===== config.mk =====
export PLATFORM = sky130hd
export DESIGN_NAME = inst_fetch
export DESIGN_NICKNAME = d
export VERILOG_FILES = /design/src/rtl/inst_fetch.sv
export SDC_FILE = /design/constraint.sdc
export NUM_CORES = 1
export LEC_CHECK = 0
export CORE_ASPECT_RATIO = 0.5
export CORE_MARGIN = 2
export CORE_UTILIZATION = 51
export CTS_CLUSTER_DIAMETER = 100
export DETAILED_ROUTE_END_ITERATION = 8
export PLACE_DENSITY_LB_ADDON = 0.2
export SLEW_MARGIN = 20
export SYNTH_ARGS = -nofsm -noshare
export SYNTH_HDL_FRONTEND = slang
export SYNTH_SLANG_ARGS = --single-unit

===== constraint.sdc =====
create_clock -name clk -period 6.33 [get_ports clk]
set_clock_uncertainty 0.2 [all_clocks]
set_input_delay 0.9495 -clock clk [delete_from_list [all_inputs] [get_ports clk]]
set_output_delay 0.9495 -clock clk [all_outputs]
set_load 0.01 [all_outputs]

===== src/rtl/inst_fetch.sv =====
// Instruction fetch unit: assembles 32-bit little-endian instructions from a
// byte-wide request/grant memory port and presents them to the IF/ID register.
module inst_fetch #(
    parameter logic [31:0] RESET_PC = 32'h0000_0000
) (
    input  logic        clk,
    input  logic        rst,
    input  logic        stall_i,
    input  logic        branch_i,
    input  logic [31:0] branch_target_i,
    input  logic        mem_gnt,
    input  logic [7:0]  mem_din,
    output logic        mem_req,
    output logic [31:0] mem_addr,
    output logic        get_inst,
    output logic [31:0] if_pc,
    output logic [31:0] if_inst
);

    typedef enum logic {FETCH, HOLD} state_t;

    state_t      state, state_nxt;
    logic [31:0] pc, pc_nxt;
    logic [2:0]  issue_cnt, issue_nxt;
    logic [2:0]  recv_cnt, recv_nxt;
    logic        pend, pend_nxt;
    logic [31:0] inst_buf, buf_nxt;
    logic        get_nxt;
    logic [31:0] if_pc_nxt, if_inst_nxt;
    logic        req_int;
    logic        deliver;
    logic [31:0] word;
    logic [31:0] target_aligned;

    assign target_aligned = branch_target_i & 32'hFFFF_FFFC;

    // Reset only gates the port output; the flops are already held in reset.
    assign mem_req = req_int & ~rst;

    always_comb begin
        state_nxt   = state;
        pc_nxt      = pc;
        issue_nxt   = issue_cnt;
        recv_nxt    = recv_cnt;
        pend_nxt    = 1'b0;
        buf_nxt     = inst_buf;
        get_nxt     = 1'b0;
        if_pc_nxt   = if_pc;
        if_inst_nxt = if_inst;
        req_int     = 1'b0;
        mem_addr    = pc + {29'd0, issue_cnt};
        deliver     = 1'b0;
        word        = inst_buf;

        case (state)
            FETCH: begin
                req_int = (issue_cnt < 3'd4) & ~branch_i;
                if (req_int && mem_gnt) begin
                    issue_nxt = issue_cnt + 3'd1;
                    pend_nxt  = 1'b1;
                end
                if (pend) begin
                    buf_nxt[{recv_cnt[1:0], 3'b000} +: 8] = mem_din;
                    recv_nxt = recv_cnt + 3'd1;
                    if (recv_cnt == 3'd3) begin
                        word = {mem_din, inst_buf[23:0]};
                        if (stall_i) begin
                            state_nxt = HOLD;
                        end else begin
                            deliver = 1'b1;
                        end
                    end
                end
            end
            HOLD: begin
                if (!stall_i) begin
                    deliver = 1'b1;
                end
            end
            default: state_nxt = FETCH;
        endcase

        if (deliver) begin
            get_nxt     = 1'b1;
            if_pc_nxt   = pc;
            if_inst_nxt = word;
            pc_nxt      = pc + 32'd4;
            issue_nxt   = 3'd0;
            recv_nxt    = 3'd0;
            state_nxt   = FETCH;
        end

        // A redirect wins over everything, including a same-cycle completion.
        if (branch_i) begin
            pc_nxt      = target_aligned;
            issue_nxt   = 3'd0;
            recv_nxt    = 3'd0;
            pend_nxt    = 1'b0;
            buf_nxt     = 32'd0;
            state_nxt   = FETCH;
            get_nxt     = 1'b0;
            if_pc_nxt   = if_pc;
            if_inst_nxt = if_inst;
        end
    end

    always_ff @(posedge clk or posedge rst) begin
        if (rst) begin
            state     <= FETCH;
            pc        <= RESET_PC;
            issue_cnt <= 3'd0;
            recv_cnt  <= 3'd0;
            pend      <= 1'b0;
            inst_buf  <= 32'd0;
            get_inst  <= 1'b0;
            if_pc     <= 32'd0;
            if_inst   <= 32'd0;
        end else begin
            state     <= state_nxt;
            pc        <= pc_nxt;
            issue_cnt <= issue_nxt;
            recv_cnt  <= recv_nxt;
            pend      <= pend_nxt;
            inst_buf  <= buf_nxt;
            get_inst  <= get_nxt;
            if_pc     <= if_pc_nxt;
            if_inst   <= if_inst_nxt;
        end
    end

endmodule


==> impl_results.md <==
* Number of fill cells at 990
* Post-detail-place hpwl at 10300 um
* Endpoint required time on the critical path at 5.18 ns
* Top library cells by usage in the layout, fill and taps aside: sky130_fd_sc_hd__nand2_1 (225), sky130_fd_sc_hd__clkdlybuf4s50_1 (137), sky130_fd_sc_hd__dfrtp_1 (133)
* Port buffer count at 138
* Count of buffering cells on the critical path with inverters included at 1
* Die span in y at 83.6 um
* Run status: completed
* Synth async-reset ratio at 1.00
* HP Start: inst_buf[16]
* Maximum fanout along the worst path at 9
* Count of flip-flops with a built-in enable after synthesis at 0
* Wire length reported by the detailed router at 15500 um
* Max Clock Freq at ~230 MHz
* Maximum clock insertion buffer count at 2
* Startpoint type of the worst setup path: flop
* I/O pins at 143
* Min cycle time layout at 4.32 ns
* Die Area at 13600 um^2
* Number of iterations in the first detailed-routing pass at 5
* CTS tree: done
* Total number of vias at approximately 5200
* CTS HTree Levels at 4
* Arrival time at the worst endpoint at approximately 3.2 ns
* Reg-to-reg endpoint: pc[30]
* Number of clock sinks at 133
* Clock latency on the worst-skew pair at 0.41 ns
* Tot GR Track Use at 0.239
* Synthesized area per cell at 9.45 um^2
* Post-synth cell types at 49
* Primary flip-flop cell chosen by synthesis mapping: sky130_fd_sc_hd__dfrtp_1
* Beginning of the critical path: pc[2]
* Floorplan Core Area at between 10000 and 15000 um^2
* Min setup slack post-route at 2.01 ns
* Vias in the first global route at 5169
* Register bit total from synthesis at 133
* Remaining global-route overflow at 0
* Path category of the worst min-delay check: reg -> reg
* Largest net degree at the start of global routing at 75
* Sequential share of the synthesized area at 0.515
* Post-route ant nets at 0
* Largest voltage drop on the vdd net at ~0.16 mV
* Effective utilization at floorplan at 0.535
* CP max stage delay at 0.58 ns
* Cell family contributing the most delay on the critical path: simple AND/OR/NAND/NOR gates
* CP max-delay cell: sky130_fd_sc_hd__clkdlybuf4s50_1
* Final Hold Viols at 0
* Average wire length per cell after detail routing at 16.1 um
* First DRT Iteration DRCs at 381
* Initial antenna violation count at 0
* Inserted Diodes at 0
* Overall die width at 163 um
* Kind of critical path: reg -> out
* Master cell of the clock root buffer: sky130_fd_sc_hd__clkbuf_16
* Pre-CTS setup slack at 2.47 ns
* Kind of end point of the critical path: output port
* Lkg Pwr at a little under 0.004 uW
* DRC violations left at 0
* Clock slew seen by the registers of the worst setup and hold paths at 0.06 ns
* Setup bufs post-CTS at 0
* Average via count per standard cell at between 5 and 6
* Post-synthesis to final-layout area growth at 29.8%
* Final layout net count at 844
* Reg-to-reg startpoint: recv_cnt[0]
* Number of maximum-capacitance violations at 0
* Summed area of non-filler cells in the final layout at 8390 um^2
* Warnings, synthesis at 0
* Cell Area, Placed at 7780 um^2
* Global placement routability congestion at between 0.8 and 0.9
* Site row count at 28
* Cell-by-cell listing of the critical path: ha_1 -> and4_1 -> nand3_2 -> nor3_4 -> nand3_1 -> xnor2_1 -> clkdlybuf4s50_1
* Path depth of the worst reg2reg path at 8
* Power density over the cells at approximately 260 nW/um^2
* Endpoint of the worst hold-timing path: if_inst[16]
* Count of final setup violators at 0
* Part of the cycle the worst path needs at 0.683
* Cells after Synth at 684
* R2R Setup Slk at a little over 3 ns
* Share of layout cells above drive strength 1 at 0.0673
* Setup TNS at 0 ns
* Netlist area before placement at 6460 um^2
* Resized cells post-CTS at 0
* Core occupancy in the finished layout at 0.694
* Most common cell after layout, fill and taps aside: sky130_fd_sc_hd__nand2_1
* Num CTS Buffers at 17
* Number of placed instances with taps included at 935
* Setup repair after global routing missed its margin: no
* Global-route wire length before repair at 26000 um
* Post-layout instance count excluding filler cells at between 900 and 1000
* Worst max-slew margin expressed relative to the limit at 0.330
* Slew of the pin with the lowest slew margin at 1.00 ns
* Worst hold path depth at 2
* Post-CTS Hold Buffers at 0
* Count of final max-slew check failures at 0
## cell type report
type,instances,area (um^2),area share
Timing Repair Buffer,141,1400,0.167
Clock buffer,19,443,0.0528
Inverter,8,32.5,0.00388
Multi-Input combinational cell,488,2820,0.336
Sequential cell,133,3330,0.397
Clock inverter,13,161,0.0192
Tap cell,165,206,0.0246
## routing by layer
metal  vias to the layer above  GRT usage  routed length (um)
li1                       2475          -                   -
met2                       152      0.389                7130
met1                      2516      0.330                7490
met3                        13     0.0417                 776
met4                         0     0.0692                 160
met5                         -          0                   0
## metrics by stage
step / hold WS (ns) / total power (uW)
6_report: 0.273 / 2150
3_3_place_gp: 0.256 / 1150
2_1_floorplan: 0.239 / 1050
3_5_place_dp: 0.253 / 1160
5_1_grt: 0.297 / 2230
4_1_cts: 0.276 / 2160
## registers in the layout, summed over array words and instances, names as in the netlist
register	cells
pc	30
if_inst	32
inst_buf	32
if_pc	30
recv_cnt	3
issue_cnt	3
get_inst	1
state	1
pend	1
## worst min-delay path: cells and delay by family (launching register included)
| kind | cells | cell delay, ns |
|---|---|---|
| simple gates | 2 | 0.10 |
| flops | 1 | 0.34 |
## logic make-up after synthesis
| logic type | share of synthesized area |
|---|---|
| other | 0.000580 |
| muxes | 0.0155 |
| adders and majority gates | 0.0194 |
| buffers and inverters | 0.0501 |
| and+or+nand+nor | 0.241 |
| xor gates and xnor gates | 0.0759 |
| AOI/OAI and AO/OA | 0.0825 |
| DFF | 0.515 |
## worst max-delay path by stage
stage,end,slack (ns),cells past startpoint
after CTS,mem_addr[24],2.01,7
after detailed placement,mem_addr[24],2.47,7
final,mem_addr[24],2.01,7
after global routing,mem_addr[24],1.84,7
after floorplan,get_inst,1.63,1
after global placement,mem_addr[24],2.50,7
## power by group
group	leakage, uW	switching [uW]	total (uW)	internal, uW
clock network	0.000291	400	1010	606
logic	0.00183	100	209	108
registers	0.00179	52.6	934	881
## synth_stat cells (4+ instances only)
cell type	count	area, um^2
sky130_fd_sc_hd__a21oi_1	6	30.0
sky130_fd_sc_hd__a22o_1	32	280
sky130_fd_sc_hd__and3_1	6	37.5
sky130_fd_sc_hd__buf_1	4	15.0
sky130_fd_sc_hd__buf_2	16	80.1
sky130_fd_sc_hd__buf_4	12	90.1
sky130_fd_sc_hd__clkbuf_1	19	71.3
sky130_fd_sc_hd__dfrtp_1	133	3330
sky130_fd_sc_hd__ha_1	10	125
sky130_fd_sc_hd__inv_1	7	26.3
sky130_fd_sc_hd__mux2i_1	10	100
sky130_fd_sc_hd__nand2_1	225	845
sky130_fd_sc_hd__nand3_1	21	105
sky130_fd_sc_hd__nand4_1	15	93.8
sky130_fd_sc_hd__nor2_1	23	86.3
sky130_fd_sc_hd__nor2b_1	5	31.3
sky130_fd_sc_hd__nor3_1	4	20.0
sky130_fd_sc_hd__o21ai_0	31	155
sky130_fd_sc_hd__o21ai_1	7	35.0
sky130_fd_sc_hd__xnor2_1	23	201
sky130_fd_sc_hd__xor2_1	33	289
Note: power is estimated with default switching activity, not from simulation.
